<file path="config.mk">
export PLATFORM = sky130hd
export DESIGN_NAME = commit_bundle_gen
export DESIGN_NICKNAME = d
export VERILOG_FILES = /design/src/rtl/commit_pkg.sv /design/src/rtl/commit_prefix_sel.sv /design/src/rtl/commit_bundle_gen.sv
export SDC_FILE = /design/constraint.sdc
export NUM_CORES = 1
export LEC_CHECK = 0
export CELL_PAD_IN_SITES_DETAIL_PLACEMENT = 1
export CELL_PAD_IN_SITES_GLOBAL_PLACEMENT = 1
export CORE_AREA = 2 2 210 212
export CTS_CLUSTER_SIZE = 8
export DETAILED_ROUTE_END_ITERATION = 16
export DIE_AREA = 0 0 212 214
export GPL_TIMING_DRIVEN = 0
export PLACE_DENSITY_LB_ADDON = 0.12
export SETUP_SLACK_MARGIN = 0.4
export SLEW_MARGIN = 25
export SYNTH_ARGS = -nofsm -noshare
export SYNTH_HDL_FRONTEND = slang
export SYNTH_SLANG_ARGS = --single-unit
</file>
<file path="constraint.sdc">
create_clock -name clock -period 4.9 [get_ports clock]
set_input_delay 1.47 -clock clock [delete_from_list [all_inputs] [get_ports clock]]
set_output_delay 1.47 -clock clock [all_outputs]
set_load 0.02 [all_outputs]
</file>
<file path="src/rtl/commit_pkg.sv">
// Shared types for the retire-side commit bundle generator.
// Lane struct, FSM state and sizing constants.
package commit_pkg;

  localparam int COMMIT_W     = 4;
  localparam int PREG_W       = 8;
  localparam int FLUSH_CYCLES = 3;
  localparam int CNT_W        = 2;

  typedef enum logic [1:0] {
    RUN,
    FLUSH,
    FLUSH_WAIT
  } state_t;

  typedef struct packed {
    logic              en;
    logic [4:0]        rd;
    logic [PREG_W-1:0] pdst;
    logic [PREG_W-1:0] old_pdst;
    logic [31:0]       data;
  } lane_t;

endpackage

</file>
<file path="src/rtl/commit_prefix_sel.sv">
// In-order retire prefix: a slot commits only if it and
// every older slot are valid, done and exception-free.
module commit_prefix_sel
  import commit_pkg::*;
(
  input  logic [COMMIT_W-1:0] valid,
  input  logic [COMMIT_W-1:0] done,
  input  logic [COMMIT_W-1:0] exc,
  output logic [COMMIT_W-1:0] mask,
  output logic [2:0]          cnt
);

  logic [COMMIT_W-1:0] ok;
  logic                run;

  assign ok = valid & done & ~exc;

  always_comb begin
    run  = 1'b1;
    mask = '0;
    cnt  = '0;
    for (int i = 0; i < COMMIT_W; i++) begin
      run     = run & ok[i];
      mask[i] = run;
      if (run) cnt = cnt + 3'd1;
    end
  end

endmodule

</file>
<file path="src/rtl/commit_bundle_gen.sv">
// Retires up to four ROB head entries per cycle and drives the
// registered RAT-write / freelist bundle; sequences head flushes.
module commit_bundle_gen
  import commit_pkg::*;
(
  input  logic         clock,
  input  logic         rst,
  input  logic [3:0]   head_valid,
  input  logic [3:0]   head_done,
  input  logic [3:0]   head_exc,
  input  logic [3:0]   head_rd_wen,
  input  logic [19:0]  head_rd,
  input  logic [31:0]  head_pdst,
  input  logic [31:0]  head_old_pdst,
  input  logic [127:0] head_result,
  input  logic [31:0]  head_pc0,
  output logic [2:0]   rob_deq_cnt,
  output logic [7:0]   rat_write_en,
  output logic [7:0]   rat_write_addr_0,
  output logic [7:0]   rat_write_addr_1,
  output logic [7:0]   rat_write_addr_2,
  output logic [7:0]   rat_write_addr_3,
  output logic [7:0]   rat_write_data_0,
  output logic [7:0]   rat_write_data_1,
  output logic [7:0]   rat_write_data_2,
  output logic [7:0]   rat_write_data_3,
  output logic [31:0]  reg_write_data_0,
  output logic [31:0]  reg_write_data_1,
  output logic [31:0]  reg_write_data_2,
  output logic [31:0]  reg_write_data_3,
  output logic [3:0]   free_en,
  output logic [7:0]   free_preg_0,
  output logic [7:0]   free_preg_1,
  output logic [7:0]   free_preg_2,
  output logic [7:0]   free_preg_3,
  output logic         flush,
  output logic [31:0]  flush_pc,
  output logic         busy_flush
);

  state_t           state, state_nxt;
  logic [CNT_W-1:0] cnt, cnt_nxt;
  logic [3:0]       mask;
  logic [2:0]       pcnt;
  logic             take_exc;
  lane_t            lane_d [COMMIT_W];
  lane_t            lane_q [COMMIT_W];
  logic [3:0]       en_q;

  commit_prefix_sel u_sel (
    .valid (head_valid),
    .done  (head_done),
    .exc   (head_exc),
    .mask  (mask),
    .cnt   (pcnt)
  );

  assign take_exc = (state == RUN) & head_valid[0]
                  & head_done[0] & head_exc[0];

  assign rob_deq_cnt = (state == RUN) ? pcnt : 3'd0;
  assign flush       = (state == FLUSH);
  assign busy_flush  = (state == FLUSH_WAIT);

  always_comb begin
    state_nxt = state;
    cnt_nxt   = cnt;
    unique case (state)
      RUN: begin
        if (take_exc) state_nxt = FLUSH;
      end
      FLUSH: begin
        state_nxt = FLUSH_WAIT;
        cnt_nxt   = CNT_W'(FLUSH_CYCLES - 1);
      end
      FLUSH_WAIT: begin
        if (cnt == '0) state_nxt = RUN;
        else           cnt_nxt   = cnt - 1'b1;
      end
      default: state_nxt = RUN;
    endcase
  end

  always_ff @(posedge clock or negedge rst) begin
    if (!rst) begin
      state <= RUN;
      cnt   <= '0;
    end else begin
      state <= state_nxt;
      cnt   <= cnt_nxt;
    end
  end

  // Disabled lanes are zeroed so nothing stale reaches the sink.
  always_comb begin
    for (int i = 0; i < COMMIT_W; i++) begin
      lane_d[i] = '0;
      if (state == RUN && mask[i] && head_rd_wen[i]
          && head_rd[i*5 +: 5] != 5'd0) begin
        lane_d[i].en       = 1'b1;
        lane_d[i].rd       = head_rd[i*5 +: 5];
        lane_d[i].pdst     = head_pdst[i*PREG_W +: PREG_W];
        lane_d[i].old_pdst = head_old_pdst[i*PREG_W +: PREG_W];
        lane_d[i].data     = head_result[i*32 +: 32];
      end
    end
  end

  always_ff @(posedge clock or negedge rst) begin
    if (!rst) begin
      for (int i = 0; i < COMMIT_W; i++) lane_q[i] <= '0;
    end else begin
      for (int i = 0; i < COMMIT_W; i++) lane_q[i] <= lane_d[i];
    end
  end

  always_ff @(posedge clock or negedge rst) begin
    if (!rst)          flush_pc <= '0;
    else if (take_exc) flush_pc <= head_pc0;
  end

  assign en_q = {lane_q[3].en, lane_q[2].en,
                 lane_q[1].en, lane_q[0].en};

  assign rat_write_en = {4'b0, en_q};
  assign free_en      = en_q;

  assign rat_write_addr_0 = {3'b0, lane_q[0].rd};
  assign rat_write_addr_1 = {3'b0, lane_q[1].rd};
  assign rat_write_addr_2 = {3'b0, lane_q[2].rd};
  assign rat_write_addr_3 = {3'b0, lane_q[3].rd};

  assign rat_write_data_0 = lane_q[0].pdst;
  assign rat_write_data_1 = lane_q[1].pdst;
  assign rat_write_data_2 = lane_q[2].pdst;
  assign rat_write_data_3 = lane_q[3].pdst;

  assign reg_write_data_0 = lane_q[0].data;
  assign reg_write_data_1 = lane_q[1].data;
  assign reg_write_data_2 = lane_q[2].data;
  assign reg_write_data_3 = lane_q[3].data;

  assign free_preg_0 = lane_q[0].old_pdst;
  assign free_preg_1 = lane_q[1].old_pdst;
  assign free_preg_2 = lane_q[2].old_pdst;
  assign free_preg_3 = lane_q[3].old_pdst;

endmodule

</file>
Yosys cells after proc, flatten, opt, wreduce, memory -nomap -nowiden
Index checks and enable logic that the tools add are counted.
Storage, ports and cells
  input bits: 262
  word-level logic and storage cells: 76
  output and inout port bits: 273
  bits in registers: 252
Operators by class
  equality and inequality tests: 5
  mux-type cells: 14
  bitwise gates (word level): 9
  reduce and logical (&&, ||, !) cells: 21
  add/sub/neg operators: 4
Operators by type and width (count)
  two-way mux 54 bit: 4
  nonzero test 5 bit: 4
  logical AND 1 bit: 12
  two-way mux 3 bit: 4
  adder 3 x 1 -> 3 bit (second input constant): 3
  bitwise AND 4 bit: 2
  bitwise AND 1 bit: 6
  two-way mux 2 bit: 3
  case mux 2 bit (3 select lines): 1
  zero test 2 bit: 2
  inequality test 2 bit (second input constant): 2
  inverter 4 bit: 1
  case mux 2 bit (2 select lines): 1
  AND reduction 2 bit: 2
  equality test 2 x 1 -> 1 bit (second input constant): 1
  equality test 2 bit (second input constant): 1
  inequality test 2 x 1 -> 1 bit (second input constant): 1
  nonzero test 2 bit: 1
  subtractor 2 x 1 -> 2 bit (second input constant): 1
  two-way mux 1 bit: 1

Longest topological paths before layout
  depth in word-level cells: 10
  gate-level depth with buffers: 7
  depth with buffers taken out: 6

Cells and area by module
From an unflattened synthesis, not the netlist that was laid out.
Second synthesis, totals
  cells, all modules: 592
  area total of the unflattened synthesis: 8814.7 um^2
Modules (own cells, without submodules)
  commit_bundle_gen: area each 8658.3 um^2, seq. area each 6306.0 um^2, cells each 575, instances 1
  commit_prefix_sel: area each 156.4 um^2, seq. area each 0.0 um^2, cells each 17, instances 1

Worst setup path after synthesis
Ideal clock, no wire load.
  path type: input port to output port
  from: in head_exc[0]
  to: out rob_deq_cnt[2]
  data arrival time: 2834 ps
  stages on the path: 4
  setup slack: 596 ps
  path buffers: 1
  data required time: 3430 ps
  path through: nand4bb_1 or2_1 clkbuf_1 nor4_1
Between the ends
  cells in the longest elaborated chain, start to end: 10
  elaborated cells on any way between the ends: 13
  those cells by class: add/sub (3); mux (5); bitwise (5)
Ends and longest elaborated chain
  from (decl): line commit_bundle_gen.sv:10  | input logic [3:0] head_exc,
  inverter 4 bit *: line commit_prefix_sel.sv:16  | assign ok = valid & done & ~exc;
  bitwise AND 4 bit *: line commit_prefix_sel.sv:16
  two-way mux 1 bit: line commit_prefix_sel.sv:25  | if (run) cnt = cnt + 3'd1;
  adder 3 x 1 -> 3 bit: line commit_prefix_sel.sv:25
  two-way mux 3 bit: line commit_prefix_sel.sv:25
  adder 3 x 1 -> 3 bit: line commit_prefix_sel.sv:25
  two-way mux 3 bit: line commit_prefix_sel.sv:25
  adder 3 x 1 -> 3 bit: line commit_prefix_sel.sv:25
  two-way mux 3 bit *: line commit_prefix_sel.sv:25
  two-way mux 3 bit *: line commit_bundle_gen.sv:61  | assign rob_deq_cnt = (state == RUN) ? pcnt : 3'd0;
  to (decl): line commit_bundle_gen.sv:17  | output logic [2:0] rob_deq_cnt,
Every way passes the cells marked *; elsewhere a longest branch is shown, timed or not.

Final worst setup path
  from: in head_exc[2]
  to: out rob_deq_cnt[2]
Between the ends
  cells in the longest elaborated chain, start to end: 7
  elaborated cells on any way between the ends: 8
  those cells by class: add/sub (1); mux (3); bitwise (4)
Ends and longest elaborated chain
  inverter 4 bit *: line commit_prefix_sel.sv:16
  bitwise AND 4 bit *: line commit_prefix_sel.sv:16
  bitwise AND 1 bit *: line commit_prefix_sel.sv:23  | run = run & ok[i];
  two-way mux 3 bit: line commit_prefix_sel.sv:25
  adder 3 x 1 -> 3 bit: line commit_prefix_sel.sv:25
  two-way mux 3 bit *: line commit_prefix_sel.sv:25
  two-way mux 3 bit *: line commit_bundle_gen.sv:61
Marked as above.

==> impl_metrics.py <==
metrics = {
    "setup_path": {
        "cp-start-kind": "input port",
        "critPathKind": "input port to output port",
        "cp_max_fo": 2,
        "reg2reg_slack_ns": 2.72,
        "startpoint": "head_exc[2]",
        "reg2reg_depth": 6,
        "r2r-start": "state[0]$_DFFE_PN0P_",
        "crit_required_ns": 3.43,
        "cp_top_family": "buffers and inverters",
        "cp-end-kind": "output port",
        "path_cells": "clkdlybuf4s50_1 -> nand3b_1 -> a21oi_2 -> ha_2 -> inv_1 -> nor4_2 -> buf_4",
        "cpMaxStageDelayCell": "clkdlybuf4s50_1",
        "r2r-end": "reg_write_data_1[20]$_DFF_PN0_",
        "critPathBufInv": 3,
        "cp.depth": 7,
        "cpPeakStageDelay_ns": 0.41,
        "cp.arrival_ns": 2.95,
        "endpoint": "rob_deq_cnt[2]",
    },
    "status": {
        "status": "finished clean",
    },
    "floorplan": {
        "chipWidth_um": 212,
        "core-area_mm2": 0.04289,
        "io_pins": 535,
        "start_util": 0.2100,
        "rows": 76,
        "dieArea_mm2": 0.04537,
        "chipHeight_um": 214,
    },
    "logic_synthesis": {
        "yosysSeqAreaShare": 0.7003,
        "synth_compound_area_frac": 0.01084,
        "synth_ff_type": "dfrtp_1",
        "synth_most_common_cell": "dfrtp_1",
        "async_flop_share": 1.000,
        "syn-cell-area_mm2": 0.009005,
        "synth-adder-area-share": 0.002779,
        "avgSynthCellArea_um2": 13.36,
        "synth-xor-area-share": 0,
        "synth.top_cell.area_share": 0.7003,
        "synthTopCellsByArea": "dfrtp_1 (70%), and3_1 (6.7%), mux2_4 (4.8%)",
        "synth_common_cells": "dfrtp_1 (252), and3_1 (96), and2_1 (68)",
        "synth-simple-area-share": 0.1860,
        "synth_top_family_by_area": "simple AND/OR/NAND/NOR gates",
        "synth_cell_types": 36,
        "yosysWarnings": 0,
        "ys_ff_latch": 252,
        "synthMuxAreaShare": 0.05322,
        "postSynthCellCount": 674,
        "synth_edf_count": 0,
        "yosys.area.top_type": "dfrtp_1",
    },
    "cells_and_area": {
        "nFillCells": 4625,
        "syn_to_final_growth_pct": 79.85,
        "drive_above_1_share": 0.1048,
        "fin_nets": 1519,
    },
    "cts": {
        "clock_path_buffers": 3,
        "cts_inserted_buffers": 37,
        "clkLatencyLatePin_ns": 0.54,
        "cts_sinks": 252,
        "cts_tree": "done",
        "clockRootBuffer": "clkbuf_16",
        "clk_pin_slew_ns": 0.05,
        "cts_htree_levels": 2,
    },
    "power": {
        "ir_drop_uv": 181.9,
        "p_leak_uw": 0.007558,
        "cellPowerDensity_mw_per_mm2": 356.7,
    },
    "sta": {
        "tightest_slew_ns": 0.8418,
        "fin_crit_sh": 0.9025,
        "setup_ws_ns": 0.4778,
        "hold_violations": 0,
        "post-route-min-period_ns": 4.422,
        "fmax_mhz": 226.1,
        "setup_viol": 0,
        "fin_skew_ns": 0.01750,
        "relSlewSlack": 0.4336,
        "holdWs_ns": 0.5073,
        "rsz0062_at_grt": "false",
        "finalSetupTns_ns": 0,
        "slew_viol_final": 0,
    },
    "routing": {
        "routedWlPerCell_um": 19.39,
        "viasPerCell": 3.919,
        "drc_errors": 0,
        "drt_first_pass_iters": 4,
        "drtAntennaViolNets": 0,
        "drt_iter0_markers": 264,
        "wl_um": 35850,
        "vias": 7247,
    },
    "grt": {
        "grt-ovfl-total": 0,
        "grt_max_degree": 85,
        "gr-usage-all-layers": 0.1574,
        "grt_pass1_wl_um": 52760,
        "antenna_found_initial": 9,
        "grt_pass1_vias": 7976,
    },
    "placement": {
        "dp_hpwl_um": 27340,
        "numPortBuffers": 517,
        "dp_slack_ns": -0.8157,
        "routabilityCongestion": 0.7568,
    },
    "run": {
        "maxCapViolCount": 0,
    },
    "min_path": {
        "hold_class": "register to register",
    },
}
-- cell usage in the layout (no fill, tap or decap), types with 5 or more instances in the layout --
cell type        instances
and2_1                  68
and3_1                  96
buf_2                    6
buf_4                   29
buf_6                    8
clkbuf_1                35
clkbuf_16               39
clkdlybuf4s50_1        507
conb_1                  16
dfrtp_1                252
diode_2                  5
inv_1                   10
mux2_4                  29
nand2_1                 50
nor2_1                   8
nor3_1                  54
-- worst reg2reg max path: cells and delay by family, from the launching register on --
kind / cells / cell delay, ns
simple gates: 3 / 0.92
flops: 1 / 0.49
buf+inv: 3 / 0.72
-- cell families (layout without fill, tap and decap cells) --
kind of cell	after synthesis	count (layout)
fa+ha+maj	2	2
flops	252	252
other cells	1	21
buf+inv	78	648
mux	33	33
compound gates	11	11
simple gates	297	297
-- power by group --
group          switching [uW]  internal [uW]  total [uW]
Sequential               82.0           2230        2320
Combinational             486            657        1140
Clock                     905           1410        2320
-- cell type report --
cell class	count	area (um2)	share of cell area
tap	585	732.0	0.04519
sequential	252	6306	0.3894
clock buffer	42	997.2	0.06157
inverter	10	37.54	0.002318
antenna	5	12.51	0.0007726
multi-input combinational	359	2380	0.1469
buffer	68	410.4	0.02534
timing repair buffer	527	5311	0.3280
clock inverter	1	8.758	0.0005408
-- worst min path at each step --
stage | cells after the start | startpoint | slack (ns) | to
final | 1 | flush_pc[3]$_DFFE_PN0P_ | 0.51 | flush_pc[3]$_DFFE_PN0P_
after global routing | 1 | flush_pc[16]$_DFFE_PN0P_ | 0.52 | flush_pc[16]$_DFFE_PN0P_
after CTS | 1 | flush_pc[11]$_DFFE_PN0P_ | 0.51 | flush_pc[11]$_DFFE_PN0P_
after detailed placement | 1 | flush_pc[11]$_DFFE_PN0P_ | 0.49 | flush_pc[11]$_DFFE_PN0P_
after global placement | 1 | flush_pc[31]$_DFFE_PN0P_ | 0.49 | flush_pc[31]$_DFFE_PN0P_
after floorplan | 1 | cnt[1]$_DFFE_PN0P_ | 0.50 | cnt[1]$_DFFE_PN0P_
-- flip-flops by register name (all words and copies together) (netlist names) --
name	cells
rat_write_addr_3	5
free_preg_1	8
rat_write_data_3	8
reg_write_data_2	32
free_preg_3	8
free_preg_0	8
rat_write_addr_0	5
free_en	4
rat_write_data_2	8
rat_write_addr_1	5
rat_write_addr_2	5
reg_write_data_3	32
reg_write_data_1	32
cnt	2
rat_write_data_0	8
state	2
reg_write_data_0	32
flush_pc	32
free_preg_2	8
rat_write_data_1	8
-- per-stage QoR --
step	cell area, um2	utilization	instances	total power (uW)
detailed placement	15060	0.3511	1794	3496
global placement	14970	0.3490	1791	3478
floorplan	9061	-	689	2845
global route	16190	0.3775	1847	6050
finish	16200	0.3776	1849	5776
CTS	16180	0.3772	1844	5901
-- per-layer routing --
layer | vias to the layer above | wire length (um) | global-route usage
met5 | - | 29 | 0
met4 | 6 | 925 | 0.06338
met3 | 55 | 4303 | 0.07917
met2 | 322 | 17620 | 0.2634
met1 | 3511 | 12960 | 0.1678
li1 | 3353 | - | -
-- repair_timing --
| action | CTS | global route |
|---|---|---|
| pin swaps | 5 | 0 |
| hold buffers | 0 | 0 |
| gates resized for setup | 41 | 7 |
| endpoints found under the setup margin | 3 | 3 |
| setup buffers | 7 | 0 |
(Power assumes the default switching activity.)
